--- config.mk ---
export PLATFORM = sky130hd
export DESIGN_NAME = mem_access_ctrl_flat
export DESIGN_NICKNAME = d
export VERILOG_FILES = /design/src/rtl/mem_access_ctrl_if.sv /design/src/rtl/mem_access_ctrl.sv /design/src/flat_wrapper.sv
export SDC_FILE = /design/constraint.sdc
export NUM_CORES = 1
export LEC_CHECK = 0
export CAP_MARGIN = 15
export CORE_AREA = 2 2 101 103
export CTS_CLUSTER_DIAMETER = 100
export DETAILED_ROUTE_END_ITERATION = 12
export DIE_AREA = 0 0 103 105
export PLACE_DENSITY = 0.8
export SETUP_SLACK_MARGIN = 0.05
export SYNTH_ARGS = -nofsm -noshare
export SYNTH_HDL_FRONTEND = slang
export SYNTH_SLANG_ARGS = --single-unit
export TNS_END_PERCENT = 1
--- constraint.sdc ---
create_clock -name clk -period 3.4 [get_ports clk]
set_clock_uncertainty 0.1 [all_clocks]
set_input_delay 0.68 -clock clk [delete_from_list [all_inputs] [get_ports clk]]
set_output_delay 0.68 -clock clk [all_outputs]
set_load 0.02 [all_outputs]
--- src/rtl/mem_access_ctrl_if.sv ---
// MEM-stage <-> SRAM controller bundle.
// master: pipeline + SRAM side; slave: mem_access_ctrl.
interface mem_access_ctrl_if #(
  parameter int ADDR_W = 16
);
  logic              MEM_R_EN;
  logic              MEM_W_EN;
  logic [31:0]       alu_res;
  logic [31:0]       rm_val;
  logic              ready;
  logic [31:0]       data_mem;
  logic              addr_err;
  logic [ADDR_W-1:0] sram_addr;
  logic [31:0]       sram_wdata;
  logic              sram_we;
  logic              sram_re;
  logic [31:0]       sram_rdata;

  modport master (
    output MEM_R_EN,
    output MEM_W_EN,
    output alu_res,
    output rm_val,
    output sram_rdata,
    input  ready,
    input  data_mem,
    input  addr_err,
    input  sram_addr,
    input  sram_wdata,
    input  sram_we,
    input  sram_re
  );

  modport slave (
    input  MEM_R_EN,
    input  MEM_W_EN,
    input  alu_res,
    input  rm_val,
    input  sram_rdata,
    output ready,
    output data_mem,
    output addr_err,
    output sram_addr,
    output sram_wdata,
    output sram_we,
    output sram_re
  );
endinterface

--- src/rtl/mem_access_ctrl.sv ---
// MEM-stage load/store sequencer for a multi-cycle word SRAM.
// Ports: clk, rst (async high), bus (mem_access_ctrl_if.slave).
module mem_access_ctrl #(
  parameter logic [31:0] BASE_ADDR   = 32'd1024,
  parameter int          WAIT_CYCLES = 5,
  parameter int          ADDR_W      = 16
) (
  input  logic clk,
  input  logic rst,
  mem_access_ctrl_if.slave bus
);

  localparam int CNT_W =
    (WAIT_CYCLES > 1) ? $clog2(WAIT_CYCLES) : 1;
  localparam logic [CNT_W-1:0] CNT_LAST =
    CNT_W'(WAIT_CYCLES - 1);

  typedef enum logic [1:0] {
    IDLE   = 2'd0,
    ACCESS = 2'd1,
    DONE   = 2'd2
  } state_t;

  state_t            state;
  state_t            state_d;
  logic [CNT_W-1:0]  cnt;
  logic [CNT_W-1:0]  cnt_d;

  logic              req;
  logic              wr_in;
  logic [31:0]       off;
  logic              bad;
  logic [ADDR_W-1:0] widx;

  logic              start;
  logic              fail;
  logic              finish;

  logic              is_st;
  logic [31:0]       data_q;
  logic              err_q;
  logic [ADDR_W-1:0] addr_q;
  logic [31:0]       wdata_q;
  logic              we_q;
  logic              re_q;

  assign req   = bus.MEM_R_EN | bus.MEM_W_EN;
  assign wr_in = bus.MEM_W_EN;

  // Addresses below BASE_ADDR wrap to huge offsets
  // and fall out of range with no separate compare.
  assign off  = bus.alu_res - BASE_ADDR;
  assign widx = off[ADDR_W+1:2];
  assign bad  = (|off[1:0]) | (|off[31:ADDR_W+2]);

  always_ff @(posedge clk or posedge rst) begin
    if (rst) begin
      state <= IDLE;
      cnt   <= '0;
    end else begin
      state <= state_d;
      cnt   <= cnt_d;
    end
  end

  always_comb begin
    state_d = state;
    cnt_d   = cnt;
    start   = 1'b0;
    fail    = 1'b0;
    finish  = 1'b0;
    unique case (state)
      IDLE: begin
        if (req) begin
          if (bad) begin
            fail    = 1'b1;
            state_d = DONE;
          end else begin
            start   = 1'b1;
            cnt_d   = '0;
            state_d = ACCESS;
          end
        end
      end
      ACCESS: begin
        if (cnt == CNT_LAST) begin
          finish  = 1'b1;
          cnt_d   = '0;
          state_d = DONE;
        end else begin
          cnt_d = cnt + 1'b1;
        end
      end
      DONE: begin
        state_d = IDLE;
      end
      default: begin
        state_d = IDLE;
      end
    endcase
  end

  // Strobes are registered: raised on the edge into
  // ACCESS, dropped on the edge into DONE.
  always_ff @(posedge clk or posedge rst) begin
    if (rst) begin
      is_st   <= 1'b0;
      data_q  <= '0;
      err_q   <= 1'b0;
      addr_q  <= '0;
      wdata_q <= '0;
      we_q    <= 1'b0;
      re_q    <= 1'b0;
    end else begin
      err_q <= fail;
      if (start) begin
        is_st   <= wr_in;
        addr_q  <= widx;
        wdata_q <= bus.rm_val;
        we_q    <= wr_in;
        re_q    <= ~wr_in;
      end
      if (finish) begin
        we_q   <= 1'b0;
        re_q   <= 1'b0;
        data_q <= is_st ? 32'd0 : bus.sram_rdata;
      end
      if (fail) begin
        data_q <= '0;
      end
    end
  end

  assign bus.ready      = (state == DONE) |
                          ((state == IDLE) & ~req);
  assign bus.data_mem   = data_q;
  assign bus.addr_err   = err_q;
  assign bus.sram_addr  = addr_q;
  assign bus.sram_wdata = wdata_q;
  assign bus.sram_we    = we_q;
  assign bus.sram_re    = re_q;

endmodule

--- src/flat_wrapper.sv ---
// flat-port wrapper written by rule: the top's interface ports become plain ports
module mem_access_ctrl_flat 
#(
  parameter logic [31:0] BASE_ADDR   = 32'd1024,
  parameter int          WAIT_CYCLES = 5,
  parameter int          ADDR_W      = 16
)
  (clk, rst, bus_MEM_R_EN, bus_MEM_W_EN, bus_alu_res, bus_rm_val, bus_sram_rdata, bus_ready, bus_data_mem, bus_addr_err, bus_sram_addr, bus_sram_wdata, bus_sram_we, bus_sram_re);
  mem_access_ctrl_if #(.ADDR_W(ADDR_W)) bus_i ();
  input  logic clk;
  input  logic rst;
  input wire logic [$bits(bus_i.MEM_R_EN)-1:0] bus_MEM_R_EN;
  input wire logic [$bits(bus_i.MEM_W_EN)-1:0] bus_MEM_W_EN;
  input wire logic [$bits(bus_i.alu_res)-1:0] bus_alu_res;
  input wire logic [$bits(bus_i.rm_val)-1:0] bus_rm_val;
  input wire logic [$bits(bus_i.sram_rdata)-1:0] bus_sram_rdata;
  output wire logic [$bits(bus_i.ready)-1:0] bus_ready;
  output wire logic [$bits(bus_i.data_mem)-1:0] bus_data_mem;
  output wire logic [$bits(bus_i.addr_err)-1:0] bus_addr_err;
  output wire logic [$bits(bus_i.sram_addr)-1:0] bus_sram_addr;
  output wire logic [$bits(bus_i.sram_wdata)-1:0] bus_sram_wdata;
  output wire logic [$bits(bus_i.sram_we)-1:0] bus_sram_we;
  output wire logic [$bits(bus_i.sram_re)-1:0] bus_sram_re;
  assign bus_i.MEM_R_EN = bus_MEM_R_EN;
  assign bus_i.MEM_W_EN = bus_MEM_W_EN;
  assign bus_i.alu_res = bus_alu_res;
  assign bus_i.rm_val = bus_rm_val;
  assign bus_i.sram_rdata = bus_sram_rdata;
  assign bus_ready = bus_i.ready;
  assign bus_data_mem = bus_i.data_mem;
  assign bus_addr_err = bus_i.addr_err;
  assign bus_sram_addr = bus_i.sram_addr;
  assign bus_sram_wdata = bus_i.sram_wdata;
  assign bus_sram_we = bus_i.sram_we;
  assign bus_sram_re = bus_i.sram_re;
  mem_access_ctrl #(.BASE_ADDR(BASE_ADDR), .WAIT_CYCLES(WAIT_CYCLES), .ADDR_W(ADDR_W)) u_core (.clk(clk), .rst(rst), .bus(bus_i));
endmodule
==> report_table.html <==
<table>
<tr><th>Metric</th><th>Value</th></tr>
<tr><th colspan="2">Floorplan</th></tr>
<tr><td>Placeable core region</td><td>0.00964 mm2</td></tr>
<tr><td>Starting Density</td><td>41.8%</td></tr>
<tr><td>Number of placed I/O pins</td><td>184</td></tr>
<tr><td>Height of the die</td><td>105 um</td></tr>
<tr><td>Floorplan die area</td><td>0.0108 mm2</td></tr>
<tr><td>Standard-cell row count</td><td>36</td></tr>
<tr><td>Width of the die</td><td>103 um</td></tr>
<tr><th colspan="2">Timing</th></tr>
<tr><td>Setup repair after global routing missed its margin</td><td>no</td></tr>
<tr><td>Final critical delay including setup and external delays</td><td>3.23 ns</td></tr>
<tr><td>Setup violators final</td><td>0</td></tr>
<tr><td>Worst Hold Margin</td><td>0.392 ns</td></tr>
<tr><td>Slew at the pin closest to its max-slew limit</td><td>1.09 ns</td></tr>
<tr><td>Top achievable clock speed</td><td>309 MHz</td></tr>
<tr><td>Final Max Tran Viols</td><td>0</td></tr>
<tr><td>Final count of hold timing violations</td><td>0</td></tr>
<tr><td>Period utilization</td><td>95.0%</td></tr>
<tr><td>Max-slew headroom</td><td>27.2%</td></tr>
<tr><th colspan="2">Routing</th></tr>
<tr><td>DRC violations left</td><td>0</td></tr>
<tr><td>Initial detailed-routing violation count</td><td>135</td></tr>
<tr><td>Final WL</td><td>11000 um</td></tr>
<tr><td>Remaining number of nets flagged by the antenna check after routing</td><td>0</td></tr>
<tr><td>Post-detailed-route via-to-cell ratio</td><td>5.03</td></tr>
<tr><td>TritonRoute pass-1 iters</td><td>4</td></tr>
<tr><td>WL/cell</td><td>16.0 um</td></tr>
<tr><td>Total number of vias</td><td>3444</td></tr>
<tr><th colspan="2">Finish</th></tr>
<tr><td>Number of nets at the end of the flow</td><td>650</td></tr>
<tr><td>Area occupied by multi-input gates</td><td>0.00165 mm2</td></tr>
<tr><td>Share of layout cells above drive strength 1</td><td>16.3%</td></tr>
<tr><td>Core occupancy in the finished layout</td><td>66.0%</td></tr>
<tr><td>Diode insertion count for antenna repair</td><td>0</td></tr>
<tr><td>Area taken by flip-flops and latches</td><td>0.00223 mm2</td></tr>
<tr><td>Final-layout fill cell count</td><td>792</td></tr>
<tr><td>Synth-to-Final Area Change</td><td>57.9%</td></tr>
<tr><th colspan="2">Clock tree</th></tr>
<tr><td>TritonCTS buffer count</td><td>9</td></tr>
<tr><td>Post-CTS clock slew at the launch and capture registers of the worst setup and hold paths</td><td>0.08 ns</td></tr>
<tr><td>Clock root cell</td><td>clkbuf_8</td></tr>
<tr><td>Count of hold buffers inserted by post-cts repair</td><td>0</td></tr>
<tr><td>Number of H-tree levels</td><td>3</td></tr>
<tr><td>Maximum clock path buffer count</td><td>2</td></tr>
<tr><td>CTS tree</td><td>done</td></tr>
<tr><td>Number of clock sinks seen by CTS</td><td>89</td></tr>
<tr><td>Worst-Skew Late Latency</td><td>0.35 ns</td></tr>
<tr><th colspan="2">Synthesis</th></tr>
<tr><td>Sequential cell area fraction in the yosys report</td><td>55.3%</td></tr>
<tr><td>Number of flops mapped to enable cells by yosys</td><td>0</td></tr>
<tr><td>Syn_nets</td><td>452</td></tr>
<tr><td>Yosys warnings</td><td>0</td></tr>
<tr><td>Post-synthesis cell area</td><td>0.00403 mm2</td></tr>
<tr><td>Unique masters post-synth</td><td>40</td></tr>
<tr><td>Predominant post-synthesis flop cell</td><td>dfrtp_1</td></tr>
<tr><td>Synthesized instance count</td><td>349</td></tr>
<tr><td>Post-synthesis async set-or-reset flop share</td><td>100%</td></tr>
<tr><td>Number of synthesized register bits</td><td>89</td></tr>
<tr><td>Mean instance size in the synthesized netlist</td><td>11.5 um2</td></tr>
<tr><th colspan="2">Power</th></tr>
<tr><td>Leakage power summed over all cells</td><td>2.75 nW</td></tr>
<tr><td>Cell internal pwr</td><td>1.55 mW</td></tr>
<tr><td>Pwr per Cell Area</td><td>313 mW/mm2</td></tr>
<tr><td>Largest voltage drop on the vdd net</td><td>0.264 mV</td></tr>
<tr><td>Reported net switching power</td><td>442 uW</td></tr>
<tr><td>Comb power frac</td><td>11.2%</td></tr>
<tr><td>Share of power burned in the clock network</td><td>35.2%</td></tr>
<tr><td>Power share of the sequential group</td><td>53.5%</td></tr>
<tr><td>Switch share</td><td>22.2%</td></tr>
<tr><th colspan="2">Worst setup path</th></tr>
<tr><td>Critical Setup Path Class</td><td>in -&gt; reg</td></tr>
<tr><td>Ordered list of cells on the worst path</td><td>clkdlybuf4s50_1 -&gt; or4_4 -&gt; o31a_1 -&gt; a2111o_1 -&gt; nor4_4 -&gt; buf_4 -&gt; buf_8 -&gt; mux2_2</td></tr>
<tr><td>Family with the most delay on the worst path</td><td>buffers and inverters</td></tr>
<tr><td>Largest stage delay on the critical path</td><td>0.54 ns</td></tr>
<tr><td>Startpoint class of the critical path</td><td>input pin</td></tr>
<tr><td>Beginning of the critical path</td><td>bus_alu_res[16]</td></tr>
<tr><td>Flop2flop setup slack</td><td>1.29 ns</td></tr>
<tr><td>R2r startpoint</td><td>u_core.state[0]$_DFFE_PP0P_</td></tr>
<tr><td>Critical path buffer and inverter count</td><td>3</td></tr>
<tr><td>Slowest cell on crit path</td><td>or4_4</td></tr>
<tr><td>Critical path arrival</td><td>3.36 ns</td></tr>
<tr><td>Category of the worst setup path capture point</td><td>flip-flop</td></tr>
<tr><td>CP Max Fanout</td><td>25</td></tr>
<tr><td>Required time of the worst setup path</td><td>3.53 ns</td></tr>
<tr><th colspan="2">Global routing</th></tr>
<tr><td>First-pass GRT wire length</td><td>17600 um</td></tr>
<tr><td>Global-route usage over all layers</td><td>20.8%</td></tr>
<tr><td>Gr ovfl total</td><td>0</td></tr>
<tr><td>Antenna violations before repair</td><td>0</td></tr>
<tr><td>Pin count of the biggest net entering global routing</td><td>65</td></tr>
<tr><td>Via count of the first global-routing pass</td><td>3675</td></tr>
<tr><th colspan="2">Placement</th></tr>
<tr><td>Count of input and output buffers</td><td>183</td></tr>
<tr><td>Detailed Place HPWL</td><td>7910 um</td></tr>
<tr><td>Final weighted congestion in routability-driven placement</td><td>0.822</td></tr>
<tr><th colspan="2">Outcome</th></tr>
<tr><td>Outcome</td><td>complete, no violations</td></tr>
<tr><th colspan="2">Flow run</th></tr>
<tr><td>Number of maximum-capacitance violations</td><td>0</td></tr>
<tr><th colspan="2">Hold path</th></tr>
<tr><td>HP Class</td><td>reg -&gt; reg</td></tr>
<tr><td>Launch point of the worst hold path</td><td>u_core.bus.sram_wdata[29]$_DFFE_PP0P_</td></tr>
</table>
==> sequential cells by signal, summed over array words and instances (netlist names) <==
name	flops
u_core.bus.sram_we	1
u_core.bus.addr_err	1
u_core.bus.sram_re	1
u_core.bus.sram_wdata	32
u_core.cnt	3
u_core.bus.sram_addr	16
u_core.is_st	1
u_core.state	2
u_core.bus.data_mem	32
==> worst paths after layout <==
path                                                              end  cells past startpoint
worst min-delay path            u_core.bus.sram_wdata[29]$_DFFE_PP0P_                      1
worst min register to register  u_core.bus.sram_wdata[29]$_DFFE_PP0P_                      1
worst max-delay path            u_core.bus.sram_wdata[15]$_DFFE_PP0P_                      8
max in group asynchronous       u_core.bus.sram_wdata[11]$_DFFE_PP0P_                      3
min in group asynchronous          u_core.bus.data_mem[1]$_DFFE_PP0P_                      3
worst max register to register  u_core.bus.sram_wdata[15]$_DFFE_PP0P_                      6
==> layout by cell type (no fill, tap or decap), types with 3 or more instances in the layout <==
cell             count
o21ai_0              7
nor3b_1             32
ha_1                 3
nor4_1               6
mux2_2              40
mux2_1               7
a21oi_1             65
nand2_1              6
clkbuf_8            13
inv_1                8
nor3_1               9
o31ai_1              3
clkdlybuf4s50_1    183
nor2_1              10
dfrtp_1             89
buf_4               26
==> per-stage QoR <==
step                cells  power (mW)  setup slack (ns)  setup TNS, ns  instance area [um2]
detailed placement    667        1.31            -0.262         -12.04                 6130
global placement      667        1.30            -0.218         -10.02                 6130
CTS                   683        2.02             0.123              0                 6330
global route          685        2.08            0.0932              0                 6360
floorplan             349        1.15             0.209              0                 4030
finish                685        1.99             0.169              0                 6360
==> power by group through the flow <==
stage	combinational, mW	sequential, mW	clock [mW]
after global placement	0.219	1.09	0
final	0.224	1.06	0.701
after detailed placement	0.224	1.09	0
after floorplan	0.0651	1.08	0
after CTS	0.225	1.06	0.727
after global routing	0.241	1.07	0.777
==> area by class of cell <==
cell class	instances	area share, %
Clock buffer	15	2.93
Clock inverter	1	0.118
Inverter	9	0.551
Multi-Input combinational cell	226	26.0
Sequential cell	89	35.0
Tap cell	133	2.62
Timing Repair Buffer	212	32.8
==> layer usage <==
layer	wire length (um)	GRT usage (%)	share of wire [%]	vias to the layer above
met3	799	7.09	7.3	18
met4	208	7.33	1.9	0
met1	4270	23.3	39	1652
li1	-	-	-	1659
met2	5720	36.2	52	115
met5	0	0	0	-
==> what timing repair did <==
action	CTS	global route
setup endpoints to repair	0	47
setup buffers	0	1
resized for setup	0	3
endpoints found under the hold margin	0	0
==> logic make-up (layout without fill, tap and decap cells) <==
logic type      Yosys count  count (layout)  synth area share, %
flops                    89              89                 55.3
xor+xnor                  4               4                0.870
mux                      48              48                 13.4
fa+ha+maj                 3               3                0.932
compound gates           89              89                 12.4
simple gates             82              82                 13.0
buf+inv                  34             237                 4.10
==> Yosys cell counts, drive strengths merged (5+ instances only) <==
cell    count  area share, %
a21oi      65            8.1
buf         5            1.4
clkbuf     20            1.9
dfrtp      89             55
inv         9           0.84
mux2       47             13
nand2       6           0.56
nor2       10           0.93
nor3       10            1.2
nor3b      32            6.0
nor4        7            1.5
o21ai       7           0.87
No activity file was read; power rests on OpenSTA's default activity.
